**config.mk**
```make
export PLATFORM = sky130hd
export DESIGN_NAME = pipe_stall_ctrl
export DESIGN_NICKNAME = d
export VERILOG_FILES = /design/src/rtl/pipe_ctrl_pkg.sv /design/src/rtl/md_lat_counter.sv /design/src/rtl/pipe_stall_ctrl.sv
export SDC_FILE = /design/constraint.sdc
export NUM_CORES = 1
export LEC_CHECK = 0
export ABC_AREA = 1
export BUFFER_PORTS_ARGS = -buffer_cell sky130_fd_sc_hd__buf_2
export CORE_MARGIN = 5
export CORE_UTILIZATION = 37
export DETAILED_ROUTE_END_ITERATION = 12
export GPL_ROUTABILITY_DRIVEN = 1
export GPL_TIMING_DRIVEN = 0
export PLACE_DENSITY = 0.79
export SLEW_MARGIN = 20
export SYNTH_ARGS = -nofsm -noshare
export SYNTH_HDL_FRONTEND = slang
export SYNTH_SLANG_ARGS = --single-unit
```
**constraint.sdc**
```tcl
create_clock -name clk -period 1.4 [get_ports clk]
set_input_delay 0.14 -clock clk [delete_from_list [all_inputs] [get_ports clk]]
set_output_delay 0.14 -clock clk [all_outputs]
set_load 0.1 [all_outputs]
```
**src/rtl/pipe_ctrl_pkg.sv**
```systemverilog
// Shared definitions for the pipeline stall/flush controller: FSM encodings,
// default multiply/divide latency and counter widths.
package pipe_ctrl_pkg;

    typedef enum logic {
        RUN     = 1'b0,
        MD_WAIT = 1'b1
    } state_e;

    localparam int MD_LAT_DEFAULT = 4;
    localparam int CNT_W          = 4;
    localparam int PERF_W         = 32;

endpackage

```
**src/rtl/md_lat_counter.sv**
```systemverilog
// Loadable down-counter that times the remaining EX cycles of a multiply/divide.
module md_lat_counter
    import pipe_ctrl_pkg::*;
(
    input  logic             clk,
    input  logic             rst,
    input  logic             load_i,
    input  logic             dec_i,
    input  logic [CNT_W-1:0] load_val_i,
    output logic             zero_o
);

    logic [CNT_W-1:0] cnt_q;
    logic [CNT_W-1:0] cnt_d;

    always_comb begin
        cnt_d = cnt_q;
        if (load_i) begin
            cnt_d = load_val_i;
        end else if (dec_i && (cnt_q != '0)) begin
            cnt_d = cnt_q - 1'b1;
        end
    end

    always_ff @(posedge clk or posedge rst) begin
        if (rst) begin
            cnt_q <= '0;
        end else begin
            cnt_q <= cnt_d;
        end
    end

    assign zero_o = (cnt_q == '0);

endmodule

```
**src/rtl/pipe_stall_ctrl.sv**
```systemverilog
// Pipeline hazard controller: multiply/divide freeze > load-use stall > branch flush.
// Optional performance counters are enabled with macro PIPE_CTRL_PERF_EN.
module pipe_stall_ctrl
    import pipe_ctrl_pkg::*;
#(
    parameter int MD_LAT = MD_LAT_DEFAULT
) (
    input  logic              clk,
    input  logic              rst,
    input  logic              load_use,
    input  logic              B_Taken,
    input  logic              E_MD,
    output logic              PC_En,
    output logic              IF_ID_En,
    output logic              IF_ID_Flush,
    output logic              ID_EX_En,
    output logic              ID_EX_Flush,
    output logic              EX_MEM_Flush,
    output logic              MD_Busy,
    output logic              MD_Done,
    output logic [PERF_W-1:0] Stall_Cnt,
    output logic [PERF_W-1:0] Flush_Cnt
);

    // The first EX cycle is spent in RUN, the last one in MD_WAIT with cnt==0.
    localparam logic [CNT_W-1:0] MD_LOAD = CNT_W'(MD_LAT - 2);

    state_e state_q;
    state_e state_d;
    logic   cnt_load;
    logic   cnt_dec;
    logic   cnt_zero;

    md_lat_counter u_md_lat_counter (
        .clk        (clk),
        .rst        (rst),
        .load_i     (cnt_load),
        .dec_i      (cnt_dec),
        .load_val_i (MD_LOAD),
        .zero_o     (cnt_zero)
    );

    always_ff @(posedge clk or posedge rst) begin
        if (rst) begin
            state_q <= RUN;
        end else begin
            state_q <= state_d;
        end
    end

    always_comb begin
        state_d = state_q;
        case (state_q)
            RUN:     if (E_MD)     state_d = MD_WAIT;
            MD_WAIT: if (cnt_zero) state_d = RUN;
            default: state_d = RUN;
        endcase
    end

    // Outputs are forced to their idle values while rst is high so an
    // aborted sequence never shows a freeze or a Done pulse.
    always_comb begin
        PC_En        = 1'b1;
        IF_ID_En     = 1'b1;
        IF_ID_Flush  = 1'b0;
        ID_EX_En     = 1'b1;
        ID_EX_Flush  = 1'b0;
        EX_MEM_Flush = 1'b0;
        MD_Busy      = 1'b0;
        MD_Done      = 1'b0;
        cnt_load     = 1'b0;
        cnt_dec      = 1'b0;
        if (!rst) begin
            case (state_q)
                RUN: begin
                    if (E_MD) begin
                        PC_En        = 1'b0;
                        IF_ID_En     = 1'b0;
                        ID_EX_En     = 1'b0;
                        EX_MEM_Flush = 1'b1;
                        cnt_load     = 1'b1;
                    end else if (load_use) begin
                        PC_En       = 1'b0;
                        IF_ID_En    = 1'b0;
                        ID_EX_Flush = 1'b1;
                    end else if (B_Taken) begin
                        IF_ID_Flush = 1'b1;
                    end
                end
                MD_WAIT: begin
                    if (cnt_zero) begin
                        MD_Done = 1'b1;
                    end else begin
                        PC_En        = 1'b0;
                        IF_ID_En     = 1'b0;
                        ID_EX_En     = 1'b0;
                        EX_MEM_Flush = 1'b1;
                        MD_Busy      = 1'b1;
                        cnt_dec      = 1'b1;
                    end
                end
                default: ;
            endcase
        end
    end

`ifdef PIPE_CTRL_PERF_EN
    logic [PERF_W-1:0] stall_cnt_q;
    logic [PERF_W-1:0] flush_cnt_q;

    always_ff @(posedge clk or posedge rst) begin
        if (rst) begin
            stall_cnt_q <= '0;
            flush_cnt_q <= '0;
        end else begin
            stall_cnt_q <= stall_cnt_q + PERF_W'(!PC_En);
            flush_cnt_q <= flush_cnt_q + PERF_W'(IF_ID_Flush);
        end
    end

    assign Stall_Cnt = stall_cnt_q;
    assign Flush_Cnt = flush_cnt_q;
`else
    assign Stall_Cnt = '0;
    assign Flush_Cnt = '0;
`endif

endmodule

```
# Yosys cells after proc, flatten, opt, wreduce, memory -nomap -nowiden
# Cells that the tools add are included.
# word_totals
reg_bits	5
output_inout_bits	72
wordCells	37
in_bits	5
# classes
bitwise	1
muxes	29
n_reduce_logical	4
n_addsub	1
# op_table
op	n
$mux W1	24
$mux W4	2
$pmux W1 S2	3
$logic_not A4 Y1	1
$reduce_bool A4 Y1	1
$sub A4 B1 Y4 const B	1
$reduce_bool A2 Y1	1
$logic_and A1 B1 Y1	1
$not A1 Y1	1

# Logic depth before layout (Yosys ltp)
# Gate-level depths: netlist of the first run.
# logic_depth
word_depth	7
mapped_depth	9
depth_no_buf	9

# Cells and area by module
# From an unflattened synthesis of the first run, not the netlist that was laid out.
# unflattened
hier_cells	136
hier_area_um2	902.1
# modules_own_cells
mod	instances	seq_area_each_um2	cells_each	area_each_um2
pipe_stall_ctrl	1	25.0	89	603.1
md_lat_counter	1	100.1	47	299.0

# Worst setup path after synthesis of the first run
# OpenSTA, ideal clock, no wires.
# synth_path
kind	reg-to-output
startpoint	register state_q
endpoint	output ID_EX_Flush
arrival_time_ns	3.352
n_path_buf	0
path_slack_ns	-2.092
stages_incl_launch_ff	2
t_required_ns	1.260
cell_sequence	dfrtp_1 nor4_1
# synth_via
elab_chain_len	2
# synth_rtl
element	line_no	rtl
start, declared	pipe_stall_ctrl.sv:28	state_e state_q;
start signal, assigned	pipe_stall_ctrl.sv:47	state_q <= state_d;
$mux W1	pipe_stall_ctrl.sv:74	case (state_q)
$mux W1	pipe_stall_ctrl.sv:73	if (!rst) begin
end, declared	pipe_stall_ctrl.sv:17	output logic ID_EX_Flush,
# No other way between the ends.

# Final worst setup path of the first run
# layout_path
startpoint	register u_md_lat_counter.cnt_q[1]
endpoint	output ID_EX_En
# layout_via
elab_chain_len	4
# layout_rtl
element	line_no	rtl
start, declared	md_lat_counter.sv:13	logic [CNT_W-1:0] cnt_q;
start signal, assigned	md_lat_counter.sv:29	cnt_q <= cnt_d;
$logic_not A4 Y1	md_lat_counter.sv:33	assign zero_o = (cnt_q == '0);
$mux W1	pipe_stall_ctrl.sv:91	if (cnt_zero) begin
$pmux W1 S2	pipe_stall_ctrl.sv:74	
$mux W1	pipe_stall_ctrl.sv:73	
end, declared	pipe_stall_ctrl.sv:16	output logic ID_EX_En,
# No other way between the ends.

==> results by stage, run 1 <==
Global routing:
- The met3 demand-to-capacity share in global routing is between 5 and 6%.
- The first global-routing pass estimated 2.79 mm of wire.
- The maximum number of pins on one net before global-route repair is 7.
- Global routing consumed, on the met1 layer, under 10% of the routing resources.
- After global routing, the most crowded layer is met2.
- The via count of the first global-routing pass is 670.
- The number of antenna violations at the first check in global routing is 0.
- The final global-route overflow total is 0.
- In the global route stage, overall resource usage came out at 10.7%.
- The met2 track utilization from global routing is 20.6%.

Pwr:
- The overall power after layout is between 3000 and 4000 uW.
- Of the total power, combinational logic draws a little over four fifths.
- The share of total power dissipated in the clock network is ~5.5%.
- The power density over the cells is 2020 nW/um^2.
- The fraction of power spent switching nets is 63.0%.
- The analysis attributes to cell leakage a power of 0.000921 uW.
- The worst vdd rail ir drop is 1.38 mV.
- The portion of total power attributed to sequential cells is 9.8%.
- For this design the total switching power over the nets is 1930 uW.
- The internal power consumption is 1140 uW.

Hold path:
- In this run the worst hold path is classified as in -> reg.
- The hold path startpoint is E_MD.

Yosys:
- The cell taking the most area after synthesis is buf_4.
- Ranked by total cell area, the synthesized netlist is headed by buf_4 56%, dfrtp_1 14%, nand2_1 5.6%, inv_1 4.3%, o21ai_2 3.0%.
- The share of the yosys chip area belonging to registers is between 10 and 15%.
- The flop and latch count out of synthesis is 5.
- In this run the cell area of the synthesized design comes to 865 sq um.
- The share of the synthesized area in the top cell type is 56.4%.
- The synthesized area per cell is about 7.4 sq um.
- The warning count from the yosys run is 0.
- The count of distinct cell types in the synthesized netlist is 18.
- Synthesis produced a netlist whose cell count is 117.

Worst setup path:
- The start point of the critical path is u_md_lat_counter.cnt_q[1].
- STA classifies the critical path endpoint as an output pin.
- The type of element launching the critical path is a flop.
- At the worst endpoint, the arrival time is about 1500 ps.
- The required time reported for the critical path endpoint is 1260 ps.
- The worst setup path is of the reg -> out kind.
- The maximum fanout encountered on the critical timing path is 3.
- The worst register-to-register path begins at u_md_lat_counter.cnt_q[1].

Final layout:
- Relative to the synthesized area, the layout overhead comes to 75.5%.
- In the final design database the tool counted 215 nets.
- The count of filler cells inserted in the layout is 207.
- The number of antenna cells inserted is 0.
- The fraction of final layout cells with drive strength greater than 1 is 55.8%.
- After routing the design area is 1520 sq um.

Floorplanning:
- In this run the vertical extent of the chip is 58.3 microns.
- The die covers 3400 sq um.
- Once the floorplan was initialized, standard cells occupied 39.1% of the core.
- Row generation in the floorplan step produced 17 rows.
- The total core area is 2210 sq um.
- The count of boundary I/O pins is 77.
- The floorplan die width is 58.3 microns.

Routing:
- For this block, the routed nets add up to 1.96 mm of wire.
- The count of nets left with antenna violations once routing finished came out at 0.
- The number of vias per cell after detailed routing is 3.23.
- The first detailed-routing pass ran for 4 iterations.
- The number of DRC violations after detailed routing is 0.
- Dividing the detail-routed wire length by the instance count gives approximately 8.3 microns.
- The count of routing violations after the opening detailed-route iteration is 10.
- The total number of vias is 762.

Run status:
- The checks that failed: setup timing.
- The run finished, with violations left.

Timing:
- The final clock period utilization by the worst path is 114%.
- The clock period minus worst slack is 1600 ps.
- The minimum setup slack in the final design is -203 ps.
- The number of failing hold endpoints at the final stage is 0.
- The max-slew violation count was 0.
- The top achievable clock speed is 0.624 GHz.
- Setup repair after global routing could not meet its margin everywhere.
- On the final layout, the worst clock skew is 9.89 ps.
- Adding up every negative setup slack in the final design gives -968 ps.
- The count of final setup violators is 7.

Clock network:
- TritonCTS built the clock tree.
- TritonCTS created 3 clock buffers.
- The CTS root buffer is clkbuf_4.
- The number of H-tree levels is 1.
- The clock net in this run drives a total of 5 sinks.
- The clock-pin slew reported for the worst setup and hold paths after clock tree synthesis is 50 ps.
- The clock passes through at most 2 buffers.
- The latest clock arrival within the worst-skew pair is around 240 ps.

Run:
- Max-cap violations in this run came to 0.

Placed design:
- The wire-length estimate of the detail-placed layout is 1.47 mm.
- Input and output buffers added on the ports amount to 12.
- Summing all placed instances gives a cell area of 1250 sq um.
- The final RePlAce weighted congestion is 0.730.
## routing by layer
layer	vias up	share of wire [%]	wire, microns
met5	-	0	0
met4	0	1.5	30
met3	4	13	258
met2	45	55	1080
met1	304	30	589
li1	409	-	-
## critical path, stage by stage (launching register included)
cell	delay, ps
dfrtp_1	380
inv_2	90
ha_4	150
nand2_4	40
buf_4	160
nand2_8	80
nand2_8	70
clkinvlp_4	90
buf_12	170
## per-stage QoR
stage / worst slack (ps) / utilization [%] / std cells / hold slack (ps)
floorplan: -1450 / - / 180 / -74.6
global placement: -189 / 56.4 / 220 / 71.6
detailed placement: -204 / 56.4 / 220 / 79.2
CTS: -217 / 64.6 / 231 / 246
global route: -321 / 68.6 / 236 / 290
finish: -203 / 68.6 / 236 / 280
## what timing repair did
| item | CTS | global route |
|---|---|---|
| hold endpoints to repair | 5 | 0 |
| endpoints found under the setup margin | 8 | 8 |
| hold buffers | 1 | 0 |
| resized for setup | 27 | 13 |
| buffers inserted | 6 | 5 |
| gates cloned | 0 | 0 |
| pin swaps | 4 | 5 |
## synthesized netlist by cell type
cell type and count:
nand2_1 13, o21ai_2 3, nand3_4 1, o211ai_1 1, nand2_2 2, nand4_1 1, nor4_1 1, ha_1 1
nand2_4 2, buf_4 65, nor2_1 4, nand3_1 3, inv_2 2, nor2_2 1, a31oi_1 1, dfrtp_1 5
conb_1 1, inv_1 10
## worst paths after layout
check	cells after the start	endpoint	slack, ps
max reg2reg	10	u_md_lat_counter.cnt_q[3]	-80
min in group asynchronous	3	u_md_lat_counter.cnt_q[0]	470
min	3	state_q	280
max	8	ID_EX_En	-200
max in group asynchronous	3	u_md_lat_counter.cnt_q[3]	700
min reg2reg	1	state_q	590
## cell type report
class | count | area (sq um) | share of cell area, %
multi-input combinational | 98 | 528 | 34.8
buffer | 65 | 488 | 32.2
timing repair buffer | 24 | 259 | 17.1
sequential | 5 | 129 | 8.49
inverter | 12 | 52.6 | 3.46
tap | 28 | 35.0 | 2.31
clock buffer | 4 | 26.3 | 1.73
## cells in the final DEF (no fill, tap or decap)
cell	netlist	routed
o21ai_2	3	3
nand4_1	1	1
nand2_4	2	1
nand2_2	2	2
nor2_1	4	1
clkbuf_1	0	1
conb_1	1	64
nand3_4	1	1
a31oi_1	1	1
clkinvlp_4	0	2
inv_2	2	4
nand3_1	3	2
o211ai_1	1	1
clkbuf_4	0	3
buf_4	65	75
nor4_4	0	1
inv_1	10	6
ha_4	0	1
nand3_2	0	1
nand2_1	13	12
dlygate4sd3_1	0	1
buf_6	0	3
nor2_4	0	4
buf_12	0	6
dfrtp_2	0	3
buf_2	0	4
nand2_8	0	2
dfrtp_1	5	2
## flip-flops by register name, indices dropped and copies added, names as in the netlist
name	flops
state_q	1
u_md_lat_counter.cnt_q	4
## logic make-up after synthesis
logic type / Yosys count / synth area share (%)
DFF: 5 / 14.5
and+or+nand+nor: 28 / 17.4
adders and majority gates: 1 / 1.45
buffers and inverters: 77 / 61.7
other: 1 / 0.434
AOI/OAI and AO/OA: 5 / 4.63
## power by group through the flow
stage	logic (uW)	registers, uW	clock network, uW
global placement	2040	271	0
global route	2740	308	182
detailed placement	2060	274	0
finish	2600	300	168
CTS	2400	278	172
floorplan	1920	263	0
Note: power is estimated with default switching activity, not from simulation.
==> run 2, diff against run 1 <==
- PLACE_DENSITY: 0.79 -> 0.8
==> results by stage, run 2 (same netlist as run 1, synthesis figures left out) <==
Global routing:
- The number of antenna violations at the first check in global routing is 0 (unchanged).
- The first-pass GRT wire length was 2.76 mm (was 2.79 mm).
- The overall track demand over capacity in global routing is 10.4% (was 10.7%).
- The maximum number of pins on one net before global-route repair came to 8 (was 7).
- The final global-route overflow total is 0 (unchanged).
- The via count of the first global-routing pass was 681 (was 670).

Routing:
- The number of DRC violations after detailed routing was 0 (unchanged).
- The remaining antenna violation count was 0 (unchanged).
- The first-pass iteration count of the detailed router was 3 (was 4).
- The count of routing violations after the opening detailed-route iteration came to 5 (was 10).
- The average wire per cell in the routed design is 7.90 microns (was 8.32 microns).
- The total wire length after detailed routing came to 1.87 mm (was 1.96 mm).
- The number of vias per cell after detailed routing came to 3.19 (was 3.23).
- The total number of vias was 757 (was 762).

Placed design:
- The detailed placement HPWL is 1.48 mm (was 1.47 mm).
- The worst setup slack before clock tree synthesis was -208 ps (was -204 ps).
- The total cell area at the placement stage is 1250 sq um (unchanged).
- The final RePlAce weighted congestion was 0.795 (was 0.730).
- The number of buffer cells added on primary ports came to 12 (unchanged).

Clock network:
- The number of buffers added by the clock tree synthesis step is 3 (unchanged).
- The clock-pin slew reported for the worst setup and hold paths after clock tree synthesis is 50 ps (about the same).
- The number of H-tree levels is 1 (unchanged).
- The number of clock sinks is 5 (unchanged).
- The CTS root buffer is clkbuf_4 (unchanged).
- The CTS tree is yes (unchanged).
- The maximum buffer depth of the clock tree was 2 (unchanged).
- The latest clock arrival within the worst-skew pair is 250 ps (was 240 ps).

Final layout:
- Largest registers: u_md_lat_counter.cnt_q x4, state_q x1 (unchanged).
- Top library cells by usage in the layout, fill and taps aside: 77 x buf_4, 64 x conb_1, 11 x nand2_1 (was 75 x buf_4, 64 x conb_1, 12 x nand2_1).
- The utilization after layout is 68.2% (was 68.6%).
- The commonest non-fill, non-tap cell in the layout is buf_4 (unchanged).
- The register bank with the most flops is u_md_lat_counter.cnt_q (unchanged).
- The count of filler cells inserted in the layout is 194 (was 207).
- The total number of nets in the final design is 216 (was 215).
- The growth of design area from synthesis to finish is 74.4% (was 75.5%).
- The number of antenna cells inserted is 0 (unchanged).
- The number of flip-flops in the largest register is 4 (unchanged).
- The fraction of final layout cells with drive strength greater than 1 came to 55.5% (was 55.8%).
- The final standard cell area without fillers was 1510 sq um (was 1520 sq um).

Pwr:
- The leakage power is 0.000925 uW (was 0.000921 uW).
- The portion of total power attributed to sequential cells is 9.2% (was 9.8%).
- The share of total power in the clock network is 5.9% (was 5.5%).
- The reported net switching power was 1920 uW (was 1930 uW).
- The power density over the cells came to 2030 nW/um^2 (was 2020 nW/um^2).
- The worst vdd rail ir drop was 1.45 mV (was 1.38 mV).
- The fraction of power spent switching nets is 62.7% (was 63.0%).
- The internal power consumption came to 1140 uW (about the same).
- The relative contribution of combinational cells to total power was 84.9% (was 84.7%).

Floorplanning:
- The total core area is 2210 sq um (unchanged).
- The count of standard-cell rows is 17 (unchanged).
- The starting density of the core was 39.1% (unchanged).
- The die area is 3400 sq um (unchanged).
- The floorplan die width is 58.3 microns (unchanged).
- The count of boundary I/O pins is 77 (unchanged).
- The height of the die is 58.3 microns (unchanged).

Worst setup path:
- The worst-case register-to-register setup slack is 50 ps (was -80 ps).
- The critical register-to-register path endpoint is u_md_lat_counter.cnt_q[3] (unchanged).
- Ordered cell list for the critical path: inv_2 -> ha_4 -> nand2_4 -> o211ai_1 -> buf_4 -> buf_12 (was inv_2 -> ha_4 -> nand2_4 -> buf_4 -> nand2_8 -> nand2_8 -> clkinvlp_4 -> buf_12).
- The required time reported for the critical path endpoint was 1260 ps (about the same).
- The launch point of the worst reg-to-reg path is u_md_lat_counter.cnt_q[1] (unchanged).
- The maximum fanout encountered on the critical timing path came to 2 (was 3).
- The cell with the largest stage delay on the worst path is dfrtp_1 (unchanged).
- The type of element launching the critical path is a flop (unchanged).
- The length in cells of the worst reg-to-reg path is 9 (was 10).
- The worst setup path category is reg -> out (unchanged).
- The start point of the critical path is u_md_lat_counter.cnt_q[1] (unchanged).
- The endpoint class of the critical path is an output pin (unchanged).
- The delay of the slowest critical-path stage was 390 ps (was 380 ps).
- The arrival time reported for the critical path endpoint is 1510 ps (was 1460 ps).

Timing:
- The final clock period utilization by the worst path came to 118% (was 114%).
- RSZ-0062 raised after global routing: true (unchanged).
- The clock period minus worst slack is 1650 ps (was 1600 ps).
- The count of final setup violators came to 6 (was 7).
- The minimum setup slack in the final design was -249 ps (was -203 ps).
- The max-slew violation count is 0 (unchanged).
- The worst-case clock skew is 0.440 ps (was 9.89 ps).
- The setup TNS is -1050 ps (was -968 ps).
- The top achievable clock speed is 0.606 GHz (was 0.624 GHz).
- The number of failing hold endpoints at the final stage is 0 (unchanged).

Hold path:
- The end of the worst hold path is state_q (unchanged).
- The type of the worst min-delay path was in -> reg (unchanged).
- The number of cells on the worst hold path is 3 (unchanged).
- The hold path startpoint is E_MD (unchanged).

Run status:
- Violations in the final reports: setup timing (unchanged).
- Run status: finished, violations left (unchanged).

Run:
- The count of maximum capacitance violations is 0 (unchanged).
[run 2: cell types whose count changed in the layout (fill, tap and decap cells not counted), sizes merged]
cell / delta
buf: +1
[run 2: routing by layer]
layer	global-route usage, %	wire length, microns
met5	0	0
met4	5.96	29
met2	17.7	1000
met3	3.95	226
met1	10.9	615
[run 2: final cells by class]
class,count,area [sq um],share of cell area (%)
well taps,28,35.0,2.32
multi-input cells,98,517,34.3
repair buffers,25,263,17.4
inverters,12,52.6,3.49
clock buffers,4,26.3,1.74
flip-flops and latches,5,126,8.38
plain buffers,65,488,32.4
[run 2: worst max-delay path, delay by kind of cell, from the launching register on]
| family | cells | cell delay (ps) |
|---|---|---|
| buffers and inverters | 3 | 410 |
| DFF | 1 | 390 |
| AOI/OAI and AO/OA | 1 | 250 |
| adders and majority gates | 1 | 150 |
| and+or+nand+nor | 1 | 50 |
[run 2: through the flow]
stage	power, uW	cells	hold slack (ps)
floorplan	2180	180	-74.6
global placement	2310	220	72.8
detailed placement	2320	220	78.6
CTS	2830	231	252
global route	3220	237	263
finish	3060	237	242
[run 2: power by group through the flow]
stage | combinational [uW] | clock (uW) | sequential, uW
after floorplan | 1920 | 0 | 263
after global routing | 2740 | 191 | 289
final | 2600 | 179 | 281
after CTS | 2380 | 185 | 267
after global placement | 2030 | 0 | 271
after detailed placement | 2050 | 0 | 274
[run 2: how the worst max path moves through the flow]
stage	endpoint	cells past startpoint
floorplan	PC_En	5
global placement	PC_En	6
detailed placement	PC_En	6
CTS	PC_En	6
global route	PC_En	6
finish	PC_En	6
[run 2: what timing repair did]
item / in CTS / in global routing
pin swaps: 3 / 3
endpoints found under the setup margin: 8 / 7
resized for setup: 26 / 10
hold endpoints to repair: 5 / 0
gates cloned: 0 / 0
hold buffers: 1 / 0
setup buffers: 6 / 6
==> run 3, diff against run 2 <==
- GPL_TIMING_DRIVEN: 0 -> unset
==> results by stage, run 3 (same netlist as run 1, synthesis figures left out) <==
Run status:
- Run status: finished, violations left (unchanged).
- Violations in the final reports: setup timing (unchanged).

Clock network:
- The number of H-tree levels is 1 (unchanged).
- The CTS tree is yes (unchanged).
- The clock-pin slew reported for the worst setup and hold paths after clock tree synthesis came to 40 ps (was 50 ps).
- The maximum buffer depth of the clock tree is 2 (unchanged).
- The CTS root buffer is clkbuf_4 (unchanged).
- The latest clock arrival within the worst-skew pair came to 240 ps (was 250 ps).
- The number of clock sinks is 5 (unchanged).
- The number of buffers added by the clock tree synthesis step is 3 (unchanged).

Routing:
- The total wire length after detailed routing is 1.46 mm (was 1.87 mm).
- The remaining antenna violation count was 0 (unchanged).
- The number of vias per cell after detailed routing is 3.35 (was 3.19).
- The first-pass iteration count of the detailed router is 2 (was 3).
- The total number of vias came to 570 (was 757).
- The number of DRC violations after detailed routing was 0 (unchanged).
- The average wire per cell in the routed design is 8.57 microns (was 7.90 microns).
- The count of routing violations after the opening detailed-route iteration is 3 (was 5).

Placed design:
- The total instance count after detailed placement is 158 (was 220).
- The number of buffer cells added on primary ports is 12 (unchanged).
- The detailed placement HPWL came to 1.28 mm (was 1.48 mm).
- The worst setup slack before clock tree synthesis is 40.4 ps (was -208 ps).
- The final RePlAce weighted congestion is 0.800 (was 0.795).
- The total cell area at the placement stage is 903 sq um (was 1250 sq um).

Floorplanning:
- The total core area is 2210 sq um (unchanged).
- The die area is 3400 sq um (unchanged).
- The starting density of the core is 39.1% (unchanged).
- The count of boundary I/O pins is 77 (unchanged).
- The count of standard-cell rows is 17 (unchanged).
- The height of the die came to 58.3 microns (unchanged).
- The floorplan die width is 58.3 microns (unchanged).

Worst setup path:
- The type of element launching the critical path is a flop (unchanged).
- The length in cells of the worst reg-to-reg path is 8 (was 9).
- The required time reported for the critical path endpoint is 1260 ps (about the same).
- The endpoint class of the critical path is an output pin (unchanged).
- Ordered cell list for the critical path: inv_2 -> ha_4 -> nand2_4 -> o211ai_1 -> buf_4 -> buf_12 (unchanged).
- The worst setup path category is reg -> out (unchanged).
- The maximum fanout encountered on the critical timing path is 4 (was 2).
- The arrival time reported for the critical path endpoint is 1420 ps (was 1510 ps).
- The cell with the largest stage delay on the worst path was dfrtp_1 (unchanged).
- The delay of the slowest critical-path stage is 390 ps (about the same).

Timing:
- The final clock period utilization by the worst path came to 111% (was 118%).
- The count of final setup violators was 7 (was 6).
- The top achievable clock speed is 0.642 GHz (was 0.606 GHz).
- The setup TNS is -604 ps (was -1050 ps).
- The worst-case clock skew came to 5.74 ps (was 0.440 ps).
- The number of failing hold endpoints at the final stage is 0 (unchanged).
- The clock period minus worst slack is 1560 ps (was 1650 ps).
- RSZ-0062 raised after global routing: true (unchanged).
- The max-slew violation count came to 0 (unchanged).
- The minimum setup slack in the final design is -158 ps (was -249 ps).

Pwr:
- The power density over the cells is 2780 nW/um^2 (was 2030 nW/um^2).
- The leakage power was 0.000567 uW (was 0.000925 uW).
- The worst vdd rail ir drop is 1.35 mV (was 1.45 mV).

Final layout:
- The sequential cell area is 126 sq um (unchanged).
- The number of antenna cells inserted is 0 (unchanged).
- The total number of nets in the final design is 149 (was 216).
- The count of filler cells inserted in the layout is 237 (was 194).
- The footprint of the multi-input gates is 498 sq um (was 517 sq um).
- The fraction of final layout cells with drive strength greater than 1 was 33.1% (was 55.5%).
- The final cell count without fillers was 170 (was 237).
- Largest registers: u_md_lat_counter.cnt_q x4, state_q x1 (unchanged).
- The commonest non-fill, non-tap cell in the layout is conb_1 (was buf_4).
- The final standard cell area without fillers is 1000 sq um (was 1510 sq um).
- The register bank with the most flops is u_md_lat_counter.cnt_q (unchanged).
- The number of flip-flops in the largest register was 4 (unchanged).
- The growth of design area from synthesis to finish is 16.1% (was 74.4%).
- Top library cells by usage in the layout, fill and taps aside: 64 x conb_1, 12 x nand2_1, 10 x buf_4 (was 77 x buf_4, 64 x conb_1, 11 x nand2_1).
- The utilization after layout is 45.4% (was 68.2%).

Global routing:
- The final global-route overflow total is 0 (unchanged).
- The maximum number of pins on one net before global-route repair was 8 (unchanged).
- The first-pass GRT wire length is 1.84 mm (was 2.76 mm).
- The via count of the first global-routing pass is 470 (was 681).
- The number of antenna violations at the first check in global routing is 0 (unchanged).
- The overall track demand over capacity in global routing was 7.04% (was 10.4%).

Hold path:
- The type of the worst min-delay path is in -> reg (unchanged).
- The number of cells on the worst hold path is 3 (unchanged).

Run:
- The count of maximum capacitance violations is 0 (unchanged).
-- run 3: layer usage --
| layer | wire (microns) | global-route usage [%] |
|---|---|---|
| met1 | 426 | 7.16 |
| met2 | 777 | 12.6 |
| met3 | 235 | 2.19 |
| met4 | 17 | 3.97 |
| met5 | 0 | 0 |
-- run 3: repair_timing --
action / CTS / global route
gates resized for setup: 1 / 3
cloned: 0 / 0
buffers inserted: 3 / 4
hold buffers: 1 / 0
endpoints found under the setup margin: 7 / 8
pin swaps: 3 / 1
endpoints found under the hold margin: 5 / 0
-- run 3: report_power, final --
| group | internal [uW] | total (uW) | switching [uW] |
|---|---|---|---|
| combinational | 633 | 2330 | 1700 |
| sequential | 214 | 287 | 72.3 |
| clock | 108 | 166 | 58.7 |
| total | 955 | 2790 | 1830 |
-- run 3: stage by stage --
| step | hold slack, ps | total power [uW] |
|---|---|---|
| floorplan | -74.6 | 2180 |
| global placement | 192 | 2430 |
| detailed placement | 194 | 2460 |
| CTS | 262 | 2710 |
| global route | 271 | 2920 |
| finish | 254 | 2790 |
-- run 3: final timing paths --
check / to / slack (ps) / from
worst min register to register: state_q / 550 / state_q
worst min-delay path: state_q / 250 / E_MD
worst max-delay path: PC_En / -160 / u_md_lat_counter.cnt_q[1]
worst max register to register: u_md_lat_counter.cnt_q[1] / 150 / u_md_lat_counter.cnt_q[1]
max in group asynchronous: state_q / 630 / rst
min in group asynchronous: u_md_lat_counter.cnt_q[0] / 540 / rst
-- run 3: layout make-up --
cell class | count | area share [%]
Sequential cell | 5 | 12.6
Clock buffer | 4 | 2.62
Multi-Input combinational cell | 98 | 49.6
Inverter | 12 | 5.24
Tap cell | 28 | 3.49
Timing Repair Buffer | 23 | 26.4
-- run 3: critical path, delay by kind of cell, from the launching register on --
kind                     cells  cell delay (ps)
AO/OA/AOI/OAI                1              160
adder cells (fa/ha/maj)      1              140
buffers and inverters        3              420
flip-flops                   1              390
AND/OR/NAND/NOR              1               60
